===== src/rtl/led_pattern_seq.sv =====
// led_pattern_seq: spreads the breathing PWM bit over four LEDs by a button-selected pattern.
// Define LED_PATTERN_PINGPONG_EN to build the PINGPONG mode and its direction register.
module led_pattern_seq #(
    parameter int CLK_frequency = 100_000_000,
    parameter int DEBOUNCE_MS   = 20,
    parameter int STEP_MS       = 250
) (
    input  logic       clk_i,
    input  logic       rst,
    input  logic       pwm_i,
    input  logic       key_i,
    output logic [3:0] led_o,
    output logic [1:0] mode_o
);

    localparam int MS_CYC = CLK_frequency / 1000;
    localparam int DB_CYC = MS_CYC * DEBOUNCE_MS;
    localparam int MS_W   = (MS_CYC > 1) ? $clog2(MS_CYC) : 1;
    localparam int DB_W   = (DB_CYC > 1) ? $clog2(DB_CYC) : 1;
    localparam int ST_W   = (STEP_MS > 1) ? $clog2(STEP_MS) : 1;

    localparam logic [1:0] MODE_ALL   = 2'd0;
    localparam logic [1:0] MODE_CHASE = 2'd1;
    localparam logic [1:0] MODE_PING  = 2'd2;
    localparam logic [1:0] MODE_OFF   = 2'd3;

    logic [1:0]      sync_q, sync_d;
    logic            key_st_q, key_st_d;
    logic [DB_W-1:0] db_cnt_q, db_cnt_d;
    logic            press_q, press_d;
    logic [1:0]      mode_q, mode_d;
    logic [MS_W-1:0] ms_cnt_q, ms_cnt_d;
    logic [ST_W-1:0] step_cnt_q, step_cnt_d;
    logic [1:0]      pos_q, pos_d;
    logic [3:0]      led_q, led_d;
    logic [3:0]      mask;
    logic [1:0]      mode_nxt;
    logic            tick;
    logic            step;
`ifdef LED_PATTERN_PINGPONG_EN
    logic            dir_q, dir_d;
`endif

    always_comb begin
`ifdef LED_PATTERN_PINGPONG_EN
        mode_nxt = mode_q + 2'd1;
`else
        unique case (mode_q)
            MODE_ALL:   mode_nxt = MODE_CHASE;
            MODE_CHASE: mode_nxt = MODE_OFF;
            default:    mode_nxt = MODE_ALL;
        endcase
`endif
    end

    always_comb begin
        sync_d   = {sync_q[0], key_i};
        key_st_d = key_st_q;
        db_cnt_d = '0;
        if (sync_q[1] != key_st_q) begin
            if (db_cnt_q == DB_W'(DB_CYC - 1)) begin
                key_st_d = sync_q[1];
            end else begin
                db_cnt_d = db_cnt_q + 1'b1;
            end
        end
        // press is registered so the mode moves one edge after key_st falls
        press_d = key_st_q & ~key_st_d;
    end

    always_comb begin
        tick       = (ms_cnt_q == MS_W'(MS_CYC - 1));
        step       = tick && (step_cnt_q == ST_W'(STEP_MS - 1));
        ms_cnt_d   = tick ? '0 : ms_cnt_q + 1'b1;
        step_cnt_d = step_cnt_q;
        if (tick) begin
            step_cnt_d = step ? '0 : step_cnt_q + 1'b1;
        end
        mode_d = mode_q;
        pos_d  = pos_q;
`ifdef LED_PATTERN_PINGPONG_EN
        dir_d  = dir_q;
`endif
        if (press_q) begin
            // a mode change restarts the chase from a clean step boundary
            mode_d     = mode_nxt;
            pos_d      = '0;
            ms_cnt_d   = '0;
            step_cnt_d = '0;
`ifdef LED_PATTERN_PINGPONG_EN
            dir_d      = 1'b0;
`endif
        end else if (step) begin
            if (mode_q == MODE_CHASE) begin
                pos_d = pos_q + 2'd1;
            end
`ifdef LED_PATTERN_PINGPONG_EN
            if (mode_q == MODE_PING) begin
                if (!dir_q) begin
                    pos_d = pos_q + 2'd1;
                    if (pos_q == 2'd2) dir_d = 1'b1;
                end else begin
                    pos_d = pos_q - 2'd1;
                    if (pos_q == 2'd1) dir_d = 1'b0;
                end
            end
`endif
        end
    end

    always_comb begin
        unique case (mode_q)
            MODE_ALL:   mask = 4'b1111;
            MODE_CHASE: mask = 4'b0001 << pos_q;
            MODE_PING:  mask = 4'b0001 << pos_q;
            MODE_OFF:   mask = 4'b0000;
            default:    mask = 4'b0000;
        endcase
        led_d = mask & {4{pwm_i}};
    end

    always_ff @(posedge clk_i or posedge rst) begin
        if (rst) begin
            sync_q     <= 2'b11;
            key_st_q   <= 1'b1;
            db_cnt_q   <= '0;
            press_q    <= 1'b0;
            mode_q     <= MODE_ALL;
            ms_cnt_q   <= '0;
            step_cnt_q <= '0;
            pos_q      <= '0;
            led_q      <= '0;
        end else begin
            sync_q     <= sync_d;
            key_st_q   <= key_st_d;
            db_cnt_q   <= db_cnt_d;
            press_q    <= press_d;
            mode_q     <= mode_d;
            ms_cnt_q   <= ms_cnt_d;
            step_cnt_q <= step_cnt_d;
            pos_q      <= pos_d;
            led_q      <= led_d;
        end
    end

`ifdef LED_PATTERN_PINGPONG_EN
    always_ff @(posedge clk_i or posedge rst) begin
        if (rst) begin
            dir_q <= 1'b0;
        end else begin
            dir_q <= dir_d;
        end
    end
`endif

    assign led_o  = led_q;
    assign mode_o = mode_q;

endmodule

===== config.mk =====
export PLATFORM = sky130hd
export DESIGN_NAME = led_pattern_seq
export DESIGN_NICKNAME = d
export VERILOG_FILES = /design/src/rtl/led_pattern_seq.sv
export SDC_FILE = /design/constraint.sdc
export NUM_CORES = 1
export LEC_CHECK = 0
export ABC_AREA = 1
export CORE_MARGIN = 4
export CORE_UTILIZATION = 62
export CTS_CLUSTER_DIAMETER = 40
export CTS_CLUSTER_SIZE = 20
export DETAILED_ROUTE_END_ITERATION = 8
export GPL_ROUTABILITY_DRIVEN = 0
export HOLD_SLACK_MARGIN = 0.15
export PLACE_DENSITY = 0.81
export SYNTH_ARGS = -nofsm -noshare
export SYNTH_HDL_FRONTEND = slang
export SYNTH_SLANG_ARGS = --single-unit

===== constraint.sdc =====
create_clock -name clk_i -period 6.1 [get_ports clk_i]
set_clock_uncertainty 0.15 [all_clocks]
set_input_delay 1.22 -clock clk_i [delete_from_list [all_inputs] [get_ports clk_i]]
set_output_delay 1.22 -clock clk_i [all_outputs]
set_load 0.05 [all_outputs]

==> impl_metrics.csv <==
group,metric,value,unit
yosys,yosys.cell_count.top_type,"nor2_1",
timing,fin_setup_tns,0,ps
min_path,hp-start,"sync_q[0]",
timing,finalSetupViolCount,0,
cts,cts_resized,0,
global_routing,track_usage,24.3,%
critical_path,r2r-end,"db_cnt_q[20]",
yosys,synth_ff_type,"dfrtp_1",
critical_path,worstSetupStartpointType,"flop",
layout,fill_cells,405,
layout,syn_to_final_growth,10.8,%
cts,clk_latency,350,ps
timing,rsz0062_at_grt,"false",
yosys,yosys-top-cells-area,"dfrtp_1 (41%), nor2_1 (10%), nand2_1 (9.7%), inv_1 (7.1%), xor2_1 (6.2%)",
cts,cts_made_buffers,9,
yosys,synth-async-reset-ratio,100,%
cts,clkTransAtPathRegs,60,ps
critical_path,critPathRequiredTime,4730,ps
critical_path,rr_startpoint,"key_st_q",
placement,port_buffers,9,
critical_path,crit_type,"reg -> out",
cts,clock-sinks,58,
floorplan,coreArea,0.00517,mm2
min_path,hold_class,"reg -> reg",
routing,drtIter0Drc,140,
pwr,p_leak,1.78,nW
timing,tightest_slew,1040,ps
layout,nNetsFinal,471,
timing,fin_crit_sh,48.3,%
critical_path,cp_data_arrival_time,1570,ps
routing,vias,2859,
timing,finalHoldViolations,0,
yosys,syn_inst,439,
timing,min_period,2940,ps
min_path,hold_depth,0,
floorplan,fp.dieW,81.7,um
critical_path,crit_chain,"clkdlybuf4s50_1",
outcome,outcome,"finished, final reports clean",
layout,drive_gt1_share,9.76,%
cts,clock_path_buffers,2,
pwr,p_per_area,218,mW/mm2
cts,postCtsSetupBuffers,0,
global_routing,grt-ovfl-total,0,
routing,totalWireLength,7260,um
critical_path,slowest_stage,"clkdlybuf4s50_1",
yosys,yosysTopAreaCell,"dfrtp_1",
floorplan,die_area,0.00667,mm2
yosys,syn_avg_cell_area,7.66,um2
cts,cts_tree,"built",
floorplan,die_y,81.7,um
layout,n_antenna_cell,0,
global_routing,grt_pass1_vias,2726,
cts,cts_root_buf,"clkbuf_8",
critical_path,crit_path_max_incr_delay,830,ps
placement,dp_hpwl,5050,um
floorplan,row_count,26,
timing,slew_headroom,30.3,%
yosys,syn-num-nets,454,
global_routing,grt_first_pass_wirelength,12300,um
critical_path,ff2ff_path_depth,6,
layout,utilization,72.1,%
yosys,ys_warn_count,0,
yosys,synth.distinct_cells,33,
routing,first_pass_iters,4,
cts,htreeDepth,3,
yosys,yosys_register_bits,58,
min_path,hold_end,"sync_q[1]",
critical_path,crit_family,"buffers and inverters",
global_routing,grt_max_degree,59,
floorplan,start_util,65.0,%
critical_path,endpoint_kind,"output pin",
floorplan,io_pins,10,
yosys,yosysSeqAreaShare,43.3,%
global_routing,antenna_found_initial,0,
routing,via_per_inst,5.38,
run,maxCapViolCount,0,
yosys,synth-edff-count,0,
critical_path,r2r_setup_slack,4090,ps
yosys,synth_top_area_share,40.9,%
timing,fmax,0.340,GHz
yosys,synthesis.area,0.00336,mm2
critical_path,crit_buf_inv,1,
routing,post_drt_wl_per_cell,13.7,um
yosys,netlist_top_cells_count,"nor2_1 (92), nand2_1 (87), inv_1 (64)",
routing,ant_nets,0,
routing,drc,0,
pwr,max-vdd-ir-drop,0.173,mV
critical_path,crit_fanout,4,
timing,timing.final.max_slew_violations,0,
cts,cts_hold_buf,0,
kinds of logic after synthesis:
group | synth area share (%)
simple gates | 34.6
buf+inv | 8.89
flops | 43.3
xor+xnor | 6.51
compound gates | 2.60
fa+ha+maj | 4.09
worst max-delay path by stage:
| stage | start | end | slack (ps) | depth (start not counted) |
|---|---|---|---|---|
| after floorplan | rst | db_cnt_q[0] | 3310 | 1 |
| after global placement | mode_o[0] | mode_o[0] | 3540 | 1 |
| after detailed placement | mode_o[0] | mode_o[0] | 3510 | 1 |
| after CTS | mode_o[0] | mode_o[0] | 3140 | 1 |
| after global routing | mode_o[0] | mode_o[0] | 3100 | 1 |
| final | mode_o[0] | mode_o[0] | 3160 | 1 |
final cells by class:
cell class | count | area (um2) | area share [%]
clock buffers | 13 | 149 | 3.99
clock inverters | 3 | 65.1 | 1.75
inverters | 69 | 264 | 7.08
multi-input cells | 308 | 1610 | 43.2
flip-flops and latches | 58 | 1460 | 39.0
well taps | 70 | 87.6 | 2.35
repair buffers | 10 | 97.6 | 2.62
registers in the layout (all words and copies together) (netlist names):
| register | count |
|---|---|
| led_o | 4 |
| key_st_q | 1 |
| ms_cnt_q | 17 |
| sync_q | 2 |
| press_q | 1 |
| mode_o | 2 |
| step_cnt_q | 8 |
| db_cnt_q | 21 |
| pos_q | 2 |
metal layers:
metal,wire (um),up-vias,GRT usage [%]
met2,3670,108,41.6
met5,0,-,0
met4,215,0,13.0
li1,-,1398,-
met1,3010,1331,28.6
met3,366,22,5.04
cell usage in the layout (no fill, tap or decap), types with 7 or more instances in the layout:
cell,count
clkdlybuf4s50_1,9
nor2_1,92
ha_1,11
a21oi_1,7
inv_1,63
nand2_1,87
nor3_1,9
nand3_1,28
nand4_1,16
dfrtp_1,55
nor2_2,8
clkbuf_8,10
xor2_1,24
through the flow:
stage	hold WS [ps]	total power [mW]	area (um2)	instances	setup WS [ps]
3_5_place_dp	201	0.424	3510	515	3510
4_1_cts	212	0.813	3730	531	3140
6_report	210	0.812	3730	531	3160
3_3_place_gp	201	0.422	3510	515	3540
2_1_floorplan	195	0.414	3360	439	3310
5_1_grt	216	0.834	3730	531	3100
power by group:
group          internal [mW]  switching (mW)  leakage (nW)
Clock                  0.241           0.155         0.108
Combinational        0.00671          0.0183         0.894
Sequential             0.389         0.00260         0.774
Total                  0.637           0.175          1.78
No activity file was read; power rests on OpenSTA's default activity.
